## src/rtl/ped_signal_ctrl_4way.sv

```systemverilog
// Four independent pedestrian crosswalk controllers, each granting one WALK/CLEAR cycle per vehicle green.
// Optional macro PED_COUNTDOWN_EN adds a per-crosswalk CLEAR countdown output.
module ped_signal_ctrl_4way #(
    parameter int WALK_CYCLES  = 4,
    parameter int CLEAR_CYCLES = 4,
    parameter int FLASH_HALF   = 1
) (
    input  logic        clk,
    input  logic        reset,
    input  logic [1:0]  NS_light,
    input  logic [1:0]  EW_light,
    input  logic [1:0]  SN_light,
    input  logic [1:0]  WE_light,
    input  logic [3:0]  ped_btn,
    output logic [3:0]  walk,
    output logic [3:0]  dont_walk,
    output logic [3:0]  req_pending
`ifdef PED_COUNTDOWN_EN
    ,
    output logic [15:0] countdown
`endif
);

    typedef enum logic [1:0] {
        S_IDLE  = 2'd0,
        S_WALK  = 2'd1,
        S_CLEAR = 2'd2,
        S_DONE  = 2'd3
    } state_t;

    localparam logic [3:0] WALK_LOAD  = 4'(WALK_CYCLES - 1);
    localparam logic [3:0] CLEAR_LOAD = 4'(CLEAR_CYCLES - 1);
    localparam logic [3:0] CLEAR_INIT = 4'(CLEAR_CYCLES);
    localparam logic [2:0] FLASH_LOAD = 3'(FLASH_HALF - 1);

    logic [1:0] light_in [4];
    assign light_in[0] = NS_light;
    assign light_in[1] = EW_light;
    assign light_in[2] = SN_light;
    assign light_in[3] = WE_light;

    genvar gi;
    generate
        for (gi = 0; gi < 4; gi++) begin : g_xwalk
            logic       sync1_reg, sync2_reg, btn_prev_reg;
            logic [1:0] light_reg, light_prev_reg;
            state_t     state_reg;
            logic [3:0] timer_reg;
            logic [2:0] flash_reg;
            logic       walk_reg, dont_walk_reg, pend_reg;
            logic       btn_rise, is_green, is_red, green_entry, grant;

            always_ff @(posedge clk or posedge reset) begin
                if (reset) begin
                    sync1_reg      <= 1'b0;
                    sync2_reg      <= 1'b0;
                    btn_prev_reg   <= 1'b0;
                    light_reg      <= 2'b00;
                    light_prev_reg <= 2'b00;
                end else begin
                    sync1_reg      <= ped_btn[gi];
                    sync2_reg      <= sync1_reg;
                    btn_prev_reg   <= sync2_reg;
                    light_reg      <= light_in[gi];
                    light_prev_reg <= light_reg;
                end
            end

            assign btn_rise    = sync2_reg & ~btn_prev_reg;
            assign is_green    = (light_reg == 2'b01);
            // 11 is an illegal code and is handled exactly like red.
            assign is_red      = (light_reg == 2'b00) || (light_reg == 2'b11);
            assign green_entry = is_green && (light_prev_reg != 2'b01);
            assign grant       = (state_reg == S_IDLE) && green_entry && (pend_reg || btn_rise);

`ifdef PED_COUNTDOWN_EN
            logic [3:0] cd_reg;
            assign countdown[gi*4 +: 4] = cd_reg;
`endif

            always_ff @(posedge clk or posedge reset) begin
                if (reset) begin
                    state_reg     <= S_IDLE;
                    timer_reg     <= 4'd0;
                    flash_reg     <= 3'd0;
                    walk_reg      <= 1'b0;
                    dont_walk_reg <= 1'b1;
                    pend_reg      <= 1'b0;
`ifdef PED_COUNTDOWN_EN
                    cd_reg        <= 4'd0;
`endif
                end else begin
                    // A grant consumes both the latched request and a same-cycle press.
                    if (grant)
                        pend_reg <= 1'b0;
                    else if (btn_rise)
                        pend_reg <= 1'b1;

                    case (state_reg)
                        S_IDLE: begin
                            if (grant) begin
                                state_reg     <= S_WALK;
                                timer_reg     <= WALK_LOAD;
                                walk_reg      <= 1'b1;
                                dont_walk_reg <= 1'b0;
                            end
                        end
                        S_WALK: begin
                            if (!is_green || timer_reg == 4'd0) begin
                                state_reg     <= S_CLEAR;
                                timer_reg     <= CLEAR_LOAD;
                                flash_reg     <= FLASH_LOAD;
                                walk_reg      <= 1'b0;
                                dont_walk_reg <= 1'b1;
`ifdef PED_COUNTDOWN_EN
                                cd_reg        <= CLEAR_INIT;
`endif
                            end else begin
                                timer_reg <= timer_reg - 4'd1;
                            end
                        end
                        S_CLEAR: begin
                            if (is_red || timer_reg == 4'd0) begin
                                state_reg     <= is_red ? S_IDLE : S_DONE;
                                dont_walk_reg <= 1'b1;
`ifdef PED_COUNTDOWN_EN
                                cd_reg        <= 4'd0;
`endif
                            end else begin
                                timer_reg <= timer_reg - 4'd1;
`ifdef PED_COUNTDOWN_EN
                                cd_reg    <= timer_reg;
`endif
                                if (flash_reg == 3'd0) begin
                                    dont_walk_reg <= ~dont_walk_reg;
                                    flash_reg     <= FLASH_LOAD;
                                end else begin
                                    flash_reg <= flash_reg - 3'd1;
                                end
                            end
                        end
                        S_DONE: begin
                            if (!is_green)
                                state_reg <= S_IDLE;
                        end
                        default: state_reg <= S_IDLE;
                    endcase
                end
            end

            assign walk[gi]        = walk_reg;
            assign dont_walk[gi]   = dont_walk_reg;
            assign req_pending[gi] = pend_reg;
        end
    endgenerate

endmodule
```

## config.mk

```make
export PLATFORM = sky130hd
export DESIGN_NAME = ped_signal_ctrl_4way
export DESIGN_NICKNAME = d
export VERILOG_FILES = /design/src/rtl/ped_signal_ctrl_4way.sv
export SDC_FILE = /design/constraint.sdc
export NUM_CORES = 1
export LEC_CHECK = 0
export CAP_MARGIN = 25
export CORE_UTILIZATION = 38
export DETAILED_ROUTE_END_ITERATION = 8
export PLACE_DENSITY = 0.57
export REMOVE_ABC_BUFFERS = 1
export SKIP_LAST_GASP = 1
export SLEW_MARGIN = 20
export SYNTH_ARGS = -nofsm -noshare
export SYNTH_HDL_FRONTEND = slang
export SYNTH_SLANG_ARGS = --single-unit
```

## constraint.sdc

```tcl
create_clock -name clk -period 5.7 [get_ports clk]
set_input_delay 1.14 -clock clk [delete_from_list [all_inputs] [get_ports clk]]
set_output_delay 1.14 -clock clk [all_outputs]
set_load 0.05 [all_outputs]
```

==> results.toml <==
[outcome]
status = "finished clean"

[sta]
holdWs_ns = 0.352
setup_viol = 0
maxSlewHeadroom_pct = 57.7
tns_ns = 0
rsz0062_at_grt = "false"
hold_viol = 0
finClkSkew_ns = 0.00849
finalCritPeriodShare_pct = 49.5
fmax_mhz = 355
worst_pin_slew_ns = 0.633
drv_slew = 0
finalCriticalPeriod_ns = 2.82

[routing]
drtIter0Drc = 129
drc = 0
routed-via-count = 2888
wirelength_microns = 7200
ant_nets = 0
vias_per_cell = 5.18
first_pass_iters = 5
detail_route.wl_per_cell_microns = 12.9

[yosys]
synth_top_area_share_pct = 43.8
synth-seq-cells = 76
synth_area_leader_cell = "dfrtp_1"
avgSynthCellArea_sq_um = 10.3
syn_inst = 397
yosysWarnings = 0
syn_area_sq_um = 4110
synthTopCellsByCount = "dfrtp_1 (72), inv_1 (37), ha_1 (30)"
synth_most_common_cell = "dfrtp_1"
yosysSeqAreaShare_pct = 46.4
async_flop_share_pct = 100
synthFlopType = "dfrtp_1"
synth_cell_types = 62
synth-edff-count = 0
synthTopCellsByArea = "dfrtp_1 (44%), ha_1 (9.1%), inv_1 (3.4%), o21ai_0 (3.2%), a31oi_1 (2.6%)"

[placed_design]
place_area_sq_um = 4420
routabilityCongestion = 0.785
portBuffers = 25
dp_hpwl_microns = 5140

[clock_network]
cts.sinks = 76
cts_tree = "yes"
hold_buffers = 0
root_buffer = "clkbuf_8"
ctsResizeCount = 0
htreeDepth = 3
clkSlewWorstSetupHoldPaths_ns = 0.08
clockBufferDepth = 2
post_cts_buffers = 0
worstSkewPairLatency_ns = 0.34
numCtsBuffers = 9

[power]
p_per_area_nw_per_um2 = 518
p_leak_uw = 0.00206
peakVddDrop_v = 0.000218

[hold_path]
hold_class = "flip-flop to flip-flop"
holdPathStages = 0
min_from = "g_xwalk[0].sync1_reg"
hold-path-endpoint = "g_xwalk[0].sync2_reg"

[worst_setup_path]
r2r_setup_slack_ns = 3.54
path_class = "flip-flop to primary output"
cp_max_fo = 3
worst_setup_path_end_kind = "primary output"
cp_top_family = "buffers and inverters"
crit_path_cell_trace = "clkdlybuf4s50_1"
crit_required_ns = 4.56
slowest_stage = "clkdlybuf4s50_1"
critPathLaunchType = "flip-flop"
r2r-end = "g_xwalk[0].timer_reg[2]"
cpPeakStageDelay_ns = 0.79
reg2reg_from = "g_xwalk[0].state_reg[0]"
path_buf_inv = 1
arrival_ns = 1.68
r2r_cells = 7

[floorplanning]
die_y_microns = 106
rows = 37
die_area_sq_um = 11200
core_sq_um = 10400
io_pins = 26
die_w_microns = 106
start_util_pct = 39.4

[layout]
largest_reg_flops = 16
final_util_pct = 44.5
nets = 460
antenna_cells = 0
final_area_sq_um = 4630
drive_gt1_share_pct = 11.2
syn_to_final_growth_pct = 12.8

[global_route]
antenna_found_initial = 0
grt_pass1_wl_microns = 12900
grt_pass1_vias = 2873
grt_max_degree = 47
gr-total-overflow = 0
grt_usage_pct = 14.3

[run]
cap_violations = 0
## through the flow
stage	power [uW]	worst slack [ns]	cells
after global routing	2610	2.83	557
after floorplan	1710	2.63	379
after detailed placement	1990	3.01	541
final	2400	2.88	557
after global placement	1970	3.05	541
after CTS	2430	2.85	557
## cells by family (layout without fill, tap and decap cells)
kind of cell | after synthesis | after routing | share of synthesized area (%)
AO/OA/AOI/OAI | 121 | 121 | 21.8
adder cells (fa/ha/maj) | 30 | 30 | 9.14
buffers and inverters | 55 | 79 | 6.18
flip-flops | 76 | 76 | 46.4
multiplexers | 6 | 6 | 1.49
AND/OR/NAND/NOR | 109 | 109 | 15.0
## layout make-up
type                            count  area (sq um)
Clock buffer                       11           151
Clock inverter                      5          60.1
Fill cell                        1000          5780
Inverter                           37           139
Multi-Input combinational cell    266          1950
Sequential cell                    76          1910
Tap cell                          136           170
Timing Repair Buffer               26           258
## how the worst max path moves through the flow
stage	from	end	slack, ns	cells after the start
after floorplan	reset	g_xwalk[0].btn_prev_reg	2.63	1
after global placement	reset	g_xwalk[2].state_reg[1]	3.05	3
after detailed placement	reset	g_xwalk[2].state_reg[0]	3.01	3
after CTS	g_xwalk[1].dont_walk_reg	dont_walk[1]	2.85	1
after global routing	g_xwalk[1].dont_walk_reg	dont_walk[1]	2.83	1
final	g_xwalk[1].dont_walk_reg	dont_walk[1]	2.88	1
## power by group
group	internal (uW)	leakage (uW)	switching [uW]
clock	227	0.000106	202
sequential	666	0.000918	108
combinational	492	0.00103	707
total	1380	0.00206	1020
## metal layers
layer,up-vias,GRT usage (%),part of all wire (%)
met5,-,0,0
met2,34,22.4,47
met3,10,2.70,2.4
li1,1454,-,-
met4,0,6.75,1.5
met1,1390,19.2,49
## worst reg2reg max path: stages (launching register included)
cell and delay, ns:
dfrtp_1 0.43, inv_1 0.10, ha_1 0.37, nand2b_1 0.22
nor2_1 0.24, a2bb2oi_2 0.35, o21ai_0 0.15, a22o_1 0.19
## placed cells by master (no fill, tap or decap), drive strengths merged, types with 4 or more instances in the layout
cell type / count
nor2b: 9
a31oi: 17
dfrtp: 72
clkbuf: 11
a31o: 5
or3b: 4
nand2b: 16
nand2: 14
and3: 4
a21boi: 5
dfstp: 4
o21a: 6
a21o: 7
nor2: 27
nor3b: 6
mux2i: 5
ha: 30
nand3: 6
clkdlybuf4s50: 25
inv: 37
a21oi: 17
o21ai: 28
o2bb2ai: 5
nor3: 11
o211ai: 5
Note: power is estimated with default switching activity, not from simulation.
